==> src/rtl/calc_core_if.sv <==
// Key-stream and display bundle between the keyboard scanner, calc_core and the display driver.
interface calc_core_if #(
    parameter int DIGITS = 4
);
    logic                  btn_press;
    logic                  is_num;
    logic                  is_op;
    logic                  is_eq;
    logic [3:0]            num_val;
    logic [1:0]            op_val;
    logic [4*DIGITS-1:0]   disp_bcd;
    logic                  disp_neg;
    logic                  overflow;
    logic                  busy;
    logic                  done;

    modport master (
        output btn_press, is_num, is_op, is_eq, num_val, op_val,
        input  disp_bcd, disp_neg, overflow, busy, done
    );

    modport slave (
        input  btn_press, is_num, is_op, is_eq, num_val, op_val,
        output disp_bcd, disp_neg, overflow, busy, done
    );
endinterface

==> src/rtl/calc_core.sv <==
// Calculator control: builds two BCD operands from key events, then a digit-serial BCD add/subtract.
// Result is valid (done) DIGITS+2 cycles after the "=" event; keys arriving while busy are dropped.
module calc_core #(
    parameter int DIGITS = 4
) (
    input  logic       clk,
    input  logic       rst,
    calc_core_if.slave io
);
    localparam int W  = 4 * DIGITS;
    localparam int CW = $clog2(DIGITS + 1);

    typedef enum logic [1:0] {ENTER_A, ENTER_B, CALC, RESULT} state_t;

    state_t        r_state;
    logic          r_btn_q;
    logic [W-1:0]  r_a;
    logic [W-1:0]  r_b;
    logic [W-1:0]  r_r;
    logic [W-1:0]  r_x;
    logic [W-1:0]  r_y;
    logic [W-1:0]  r_disp;
    logic [CW-1:0] r_cnt;
    logic [CW-1:0] r_step;
    logic          r_sub;
    logic          r_swap;
    logic          r_neg;
    logic          r_ovf;
    logic          r_carry;
    logic          r_busy;
    logic          r_done;

    logic          w_key_evt;
    logic          w_dig_ok;
    logic          w_op_ok;
    logic          w_eq_ok;
    logic          w_cnt_room;
    logic [4:0]    w_sum;
    logic [4:0]    w_diff;
    logic [3:0]    w_digit;
    logic          w_cout;

    assign w_key_evt  = io.btn_press & ~r_btn_q;
    assign w_dig_ok   = w_key_evt & io.is_num & (io.num_val <= 4'd9);
    assign w_op_ok    = w_key_evt & io.is_op & ((io.op_val == 2'd1) || (io.op_val == 2'd2));
    assign w_eq_ok    = w_key_evt & io.is_eq;
    assign w_cnt_room = (r_cnt < CW'(DIGITS));

    // One BCD digit of the running add or subtract, LSD of r_x/r_y.
    always_comb begin
        w_sum   = {1'b0, r_x[3:0]} + {1'b0, r_y[3:0]} + {4'd0, r_carry};
        w_diff  = {1'b0, r_x[3:0]} - {1'b0, r_y[3:0]} - {4'd0, r_carry};
        w_digit = w_sum[3:0];
        w_cout  = 1'b0;
        if (r_sub) begin
            if (w_diff[4]) begin
                w_digit = w_diff[3:0] + 4'd10;
                w_cout  = 1'b1;
            end else begin
                w_digit = w_diff[3:0];
            end
        end else if (w_sum > 5'd9) begin
            w_digit = w_sum[3:0] + 4'd6;
            w_cout  = 1'b1;
        end
    end

    always_ff @(posedge clk or negedge rst) begin
        if (!rst) begin
            r_state <= ENTER_A;
            r_btn_q <= 1'b0;
            r_a     <= '0;
            r_b     <= '0;
            r_r     <= '0;
            r_x     <= '0;
            r_y     <= '0;
            r_disp  <= '0;
            r_cnt   <= '0;
            r_step  <= '0;
            r_sub   <= 1'b0;
            r_swap  <= 1'b0;
            r_neg   <= 1'b0;
            r_ovf   <= 1'b0;
            r_carry <= 1'b0;
            r_busy  <= 1'b0;
            r_done  <= 1'b0;
        end else begin
            r_btn_q <= io.btn_press;
            r_done  <= 1'b0;

            case (r_state)
                ENTER_A:  r_disp <= r_a;
                ENTER_B:  r_disp <= r_b;
                CALC:     r_disp <= r_b;
                default:  r_disp <= r_r;
            endcase

            case (r_state)
                ENTER_A: begin
                    if (w_dig_ok) begin
                        if (w_cnt_room) begin
                            r_a   <= {r_a[W-5:0], io.num_val};
                            r_cnt <= r_cnt + 1'b1;
                        end
                    end else if (w_op_ok) begin
                        r_sub   <= (io.op_val == 2'd2);
                        r_b     <= '0;
                        r_cnt   <= '0;
                        r_state <= ENTER_B;
                    end
                end
                ENTER_B: begin
                    if (w_dig_ok) begin
                        if (w_cnt_room) begin
                            r_b   <= {r_b[W-5:0], io.num_val};
                            r_cnt <= r_cnt + 1'b1;
                        end
                    end else if (w_op_ok) begin
                        r_sub <= (io.op_val == 2'd2);
                    end else if (w_eq_ok) begin
                        r_step  <= '0;
                        r_busy  <= 1'b1;
                        r_state <= CALC;
                    end
                end
                CALC: begin
                    if (r_step == '0) begin
                        // Subtract always runs larger minus smaller; the sign is kept aside.
                        if (r_sub && (r_a < r_b)) begin
                            r_x    <= r_b;
                            r_y    <= r_a;
                            r_swap <= 1'b1;
                        end else begin
                            r_x    <= r_a;
                            r_y    <= r_b;
                            r_swap <= 1'b0;
                        end
                        r_carry <= 1'b0;
                        r_step  <= r_step + 1'b1;
                    end else begin
                        r_r     <= {w_digit, r_r[W-1:4]};
                        r_x     <= r_x >> 4;
                        r_y     <= r_y >> 4;
                        r_carry <= w_cout;
                        if (r_step == CW'(DIGITS)) begin
                            r_ovf   <= w_cout & ~r_sub;
                            r_neg   <= r_swap;
                            r_busy  <= 1'b0;
                            r_done  <= 1'b1;
                            r_state <= RESULT;
                        end else begin
                            r_step <= r_step + 1'b1;
                        end
                    end
                end
                default: begin
                    if (w_dig_ok) begin
                        r_a     <= {{(W-4){1'b0}}, io.num_val};
                        r_b     <= '0;
                        r_cnt   <= CW'(1);
                        r_ovf   <= 1'b0;
                        r_neg   <= 1'b0;
                        r_state <= ENTER_A;
                    end else if (w_op_ok && !r_neg && !r_ovf) begin
                        r_a     <= r_r;
                        r_sub   <= (io.op_val == 2'd2);
                        r_b     <= '0;
                        r_cnt   <= '0;
                        r_state <= ENTER_B;
                    end
                end
            endcase
        end
    end

    assign io.disp_bcd = r_disp;
    assign io.disp_neg = r_neg;
    assign io.overflow = r_ovf;
    assign io.busy     = r_busy;
    assign io.done     = r_done;
endmodule

==> src/flat_wrapper.sv <==
// flat-port wrapper written by rule: the top's interface ports become plain ports
module calc_core_flat 
#(
    parameter int DIGITS = 4
)
  (clk, rst, io_btn_press, io_is_num, io_is_op, io_is_eq, io_num_val, io_op_val, io_disp_bcd, io_disp_neg, io_overflow, io_busy, io_done);
  calc_core_if #(.DIGITS(DIGITS)) io_i ();
  input  logic clk;
  input  logic rst;
  input wire logic [$bits(io_i.btn_press)-1:0] io_btn_press;
  input wire logic [$bits(io_i.is_num)-1:0] io_is_num;
  input wire logic [$bits(io_i.is_op)-1:0] io_is_op;
  input wire logic [$bits(io_i.is_eq)-1:0] io_is_eq;
  input wire logic [$bits(io_i.num_val)-1:0] io_num_val;
  input wire logic [$bits(io_i.op_val)-1:0] io_op_val;
  output wire logic [$bits(io_i.disp_bcd)-1:0] io_disp_bcd;
  output wire logic [$bits(io_i.disp_neg)-1:0] io_disp_neg;
  output wire logic [$bits(io_i.overflow)-1:0] io_overflow;
  output wire logic [$bits(io_i.busy)-1:0] io_busy;
  output wire logic [$bits(io_i.done)-1:0] io_done;
  assign io_i.btn_press = io_btn_press;
  assign io_i.is_num = io_is_num;
  assign io_i.is_op = io_is_op;
  assign io_i.is_eq = io_is_eq;
  assign io_i.num_val = io_num_val;
  assign io_i.op_val = io_op_val;
  assign io_disp_bcd = io_i.disp_bcd;
  assign io_disp_neg = io_i.disp_neg;
  assign io_overflow = io_i.overflow;
  assign io_busy = io_i.busy;
  assign io_done = io_i.done;
  calc_core #(.DIGITS(DIGITS)) u_core (.clk(clk), .rst(rst), .io(io_i));
endmodule
==> config.mk <==
export PLATFORM = sky130hd
export DESIGN_NAME = calc_core_flat
export DESIGN_NICKNAME = d
export VERILOG_FILES = /design/src/rtl/calc_core_if.sv /design/src/rtl/calc_core.sv /design/src/flat_wrapper.sv
export SDC_FILE = /design/constraint.sdc
export NUM_CORES = 1
export LEC_CHECK = 0
export CORE_MARGIN = 5
export CORE_UTILIZATION = 51
export CTS_CLUSTER_DIAMETER = 50
export DETAILED_ROUTE_END_ITERATION = 12
export PLACE_DENSITY = 0.72
export SYNTH_ARGS = -nofsm -noshare
export SYNTH_HDL_FRONTEND = slang
export SYNTH_SLANG_ARGS = --single-unit
==> constraint.sdc <==
create_clock -name clk -period 2.5 [get_ports clk]
set_input_delay 0.375 -clock clk [delete_from_list [all_inputs] [get_ports clk]]
set_output_delay 0.375 -clock clk [all_outputs]
set_load 0.1 [all_outputs]
==> impl_metrics.py <==
metrics = {
    "routing": {
        "vias": 5144,
        "post_drt_via_cell_ratio": 5.97,
        "route.detailed.drc": 0,
        "drtPass1Iterations": 5,
        "wl_per_cell_um": 18.2,
        "ant_nets": 0,
        "drt_iter0_drc": 350,
        "totalWireLength_um": 15700,
    },
    "clock_network": {
        "clkTransAtPathRegs_ns": 0.08,
        "root_buffer": "clkbuf_16",
        "cts_made_buffers": 9,
        "insertion_delay_ns": 0.36,
        "cts_tree": "built",
        "h-tree-depth": 3,
        "cts_buffer_depth": 2,
        "clock_sinks": 112,
        "ctsHoldBuffers": 0,
    },
    "final_layout": {
        "stdcell_area_um2": 7060,
        "final_nets": 759,
        "area_delta_synth_final_pct": 14.3,
        "antenna_cells": 0,
        "utilization": 0.590,
        "drive_gt1_frac": 0.146,
    },
    "power_and_ir_drop": {
        "peakVddDrop_uv": 1100,
        "swShare": 0.469,
        "leakage_uw": 0.00311,
        "finalPower_uw": 10500,
        "power_frac_seq": 0.312,
        "power.density_nw_per_um2": 1490,
        "pwr-share-clk": 0.147,
        "combPwrFrac": 0.541,
        "p_int_uw": 5570,
        "power_switching_uw": 4920,
    },
    "sta": {
        "clock.fmax_mhz": 400,
        "clock_skew_ns": 0.0102,
        "maxSlewViolCount": 0,
        "rsz0062_at_grt": "true",
        "period_needed_ns": 2.50,
        "post-route-period-util": 1.00,
        "setup_ws_ns": -0.00102,
        "setup_violations": 1,
        "hold_violations": 4,
        "whs_ns": -0.00553,
        "tns_ns": -0.00102,
        "tightest_slew_ns": 0.819,
        "relSlewSlack": 0.454,
    },
    "placement": {
        "gp_congestion": 0.859,
        "placed_area_um2": 6710,
        "dpl.hpwl_um": 11200,
        "numPortBuffers": 31,
    },
    "critical_path": {
        "r2r-start": "u_core.r_carry$_DFFE_PN0P_",
        "crit_type": "reg2reg",
        "r2r_end": "u_core.r_r[14]$_DFFE_PN0P_",
        "crit_fanout": 4,
        "r2r_setup_slack_ns": -0.001,
        "ff2ff_path_depth": 8,
        "critPathLaunchType": "flop",
        "end_kind": "flop",
        "required_ns": 2.74,
        "cp_data_arrival_time_ns": 2.74,
    },
    "run_status": {
        "violations": "negative hold slack, negative setup slack",
        "outcome": "finished with violations",
    },
    "flow_run": {
        "maxCapViolCount": 0,
    },
    "die": {
        "rows": 40,
        "die_y_um": 120,
        "die-area_um2": 14400,
        "coreArea_um2": 12000,
        "pin_count": 32,
        "die_w_um": 120,
        "initial_core_util": 0.517,
    },
    "yosys": {
        "ys_ff_latch": 112,
        "synth_edf_count": 0,
        "synthFlopType": "dfrtp_1",
        "yosys_warnings": 0,
        "synthArstFlopShare": 1.00,
        "syn_area_um2": 6180,
        "synthDistinctLibCells": 55,
        "synthCells": 675,
        "synth_area_per_cell_um2": 9.16,
        "ys_seq_area_frac": 0.453,
        "synth_nets": 725,
    },
    "global_routing": {
        "antenna_found_initial": 0,
        "grt_max_degree": 45,
        "grt_remaining_overflow": 0,
        "grt_pass1_wl_um": 25800,
        "grt_pass1_vias": 5080,
        "grtUsageTotal": 0.225,
    },
    "hold_path": {
        "min_path_type": "in2async",
    },
}
[flip-flops by register name (all words and copies together) (netlist names)]
| register | flops |
|---|---|
| u_core.r_cnt | 3 |
| u_core.io.disp_neg | 1 |
| u_core.r_y | 16 |
| u_core.io.busy | 1 |
| u_core.r_r | 16 |
| u_core.r_swap | 1 |
| u_core.r_state | 2 |
| u_core.r_step | 3 |
| u_core.io.overflow | 1 |
| u_core.io.disp_bcd | 16 |
| u_core.r_a | 16 |
| u_core.r_b | 16 |
| u_core.r_x | 16 |
| u_core.r_btn_q | 1 |
| u_core.io.done | 1 |
| u_core.r_sub | 1 |
| u_core.r_carry | 1 |
[cell usage in the layout (no fill, tap or decap), types with 5 or more instances in the layout]
cell type        synthesis  layout
a21oi_1                 36      35
a22oi_1                 47      47
buf_4                    1      50
clkbuf_16                0       9
clkdlybuf4s50_1          0      10
dfrtp_1                112     112
ha_1                    34      33
inv_1                   45      44
mux2_2                   5       5
mux2i_1                  6       6
nand2_1                141     141
nand3_1                 10      10
nor2_1                  28      27
o21ai_0                 52      51
o21ai_1                  5       5
o21ai_2                 15      16
o21bai_1                26      26
o221ai_1                13      13
xnor2_1                  6       5
[worst max path at each step]
stage / start / endpoint / depth (start not counted)
after floorplan: u_core.r_carry$_DFFE_PN0P_ / u_core.r_r[14]$_DFFE_PN0P_ / 8
after global placement: io_op_val[0] / u_core.r_state[0]$_DFFE_PN0P_ / 9
after detailed placement: io_op_val[0] / u_core.r_state[1]$_DFFE_PN0P_ / 9
after CTS: u_core.r_y[0]$_DFFE_PN0P_ / u_core.r_r[14]$_DFFE_PN0P_ / 8
after global routing: u_core.r_carry$_DFFE_PN0P_ / u_core.r_r[14]$_DFFE_PN0P_ / 8
final: u_core.r_carry$_DFFE_PN0P_ / u_core.r_r[14]$_DFFE_PN0P_ / 8
[cell usage after synthesis, types with 6 or more instances]
library cell | number | area share
ha_1 | 34 | 0.069
inv_1 | 45 | 0.027
nand3_1 | 10 | 0.0081
o21ai_2 | 15 | 0.021
nor2_1 | 28 | 0.017
dfrtp_1 | 112 | 0.45
o21bai_1 | 26 | 0.032
nand2_1 | 141 | 0.086
o21ai_0 | 52 | 0.042
a22oi_1 | 47 | 0.057
clkbuf_1 | 23 | 0.014
mux2i_1 | 6 | 0.0097
xnor2_1 | 6 | 0.0085
a21oi_1 | 36 | 0.029
buf_2 | 9 | 0.0073
o221ai_1 | 13 | 0.018
[metrics by stage]
step                setup slack [ns]  std cells
floorplan                     0.0233        675
finish                      -0.00102        861
global route                 -0.0545        861
global placement             -0.0249        844
CTS                          -0.0399        860
detailed placement           -0.0725        844
[critical path: stages (launching register included)]
cell	delay, ns
dfrtp_1	0.40
fa_2	0.42
fa_2	0.54
inv_2	0.04
ha_2	0.17
a21o_1	0.17
o21a_2	0.22
mux2i_1	0.13
a221o_1	0.30
[layer usage]
metal / global-route usage / routed length, µm / part of all wire / up-vias
met2: 0.374 / 7710 / 0.49 / 167
li1: - / - / - / 2414
met1: 0.293 / 6760 / 0.43 / 2531
met4: 0.0752 / 312 / 0.020 / 0
met5: 0 / 0 / 0 / -
met3: 0.0462 / 903 / 0.058 / 32
[layout make-up]
type / instances / area (µm²)
Fill cell: 985 / 4900
Multi-Input combinational cell: 476 / 3020
Sequential cell: 112 / 2800
Timing Repair Buffer: 65 / 567
Clock buffer: 10 / 239
Tap cell: 147 / 184
Inverter: 45 / 169
Clock inverter: 6 / 85.1
[power by group through the flow]
stage	registers [µW]	logic [µW]	clock network, µW
after detailed placement	3280	5560	0
after global routing	3360	6250	1640
after floorplan	3670	3400	0
after global placement	3260	5360	0
final	3270	5680	1540
after CTS	3250	5590	1570
[cells by family (layout without fill, tap and decap cells)]
logic type               after synthesis  after routing  synth area share
AO/OA/AOI/OAI                        215            215             0.232
AND/OR/NAND/NOR                      203            203             0.138
flip-flops                           112            112             0.453
buffers and inverters                 87            126            0.0630
adder cells (fa/ha/maj)               38             38            0.0818
multiplexers                          11             11            0.0188
XOR/XNOR                               9              9            0.0128
[timing repair]
action | in CTS | in global routing
buffers inserted | 0 | 1
pin swaps | 1 | 5
endpoints found under the setup margin | 1 | 6
gates cloned | 0 | 0
resized for setup | 1 | 6
endpoints found under the hold margin | 0 | 0
Note: power is estimated with default switching activity, not from simulation.
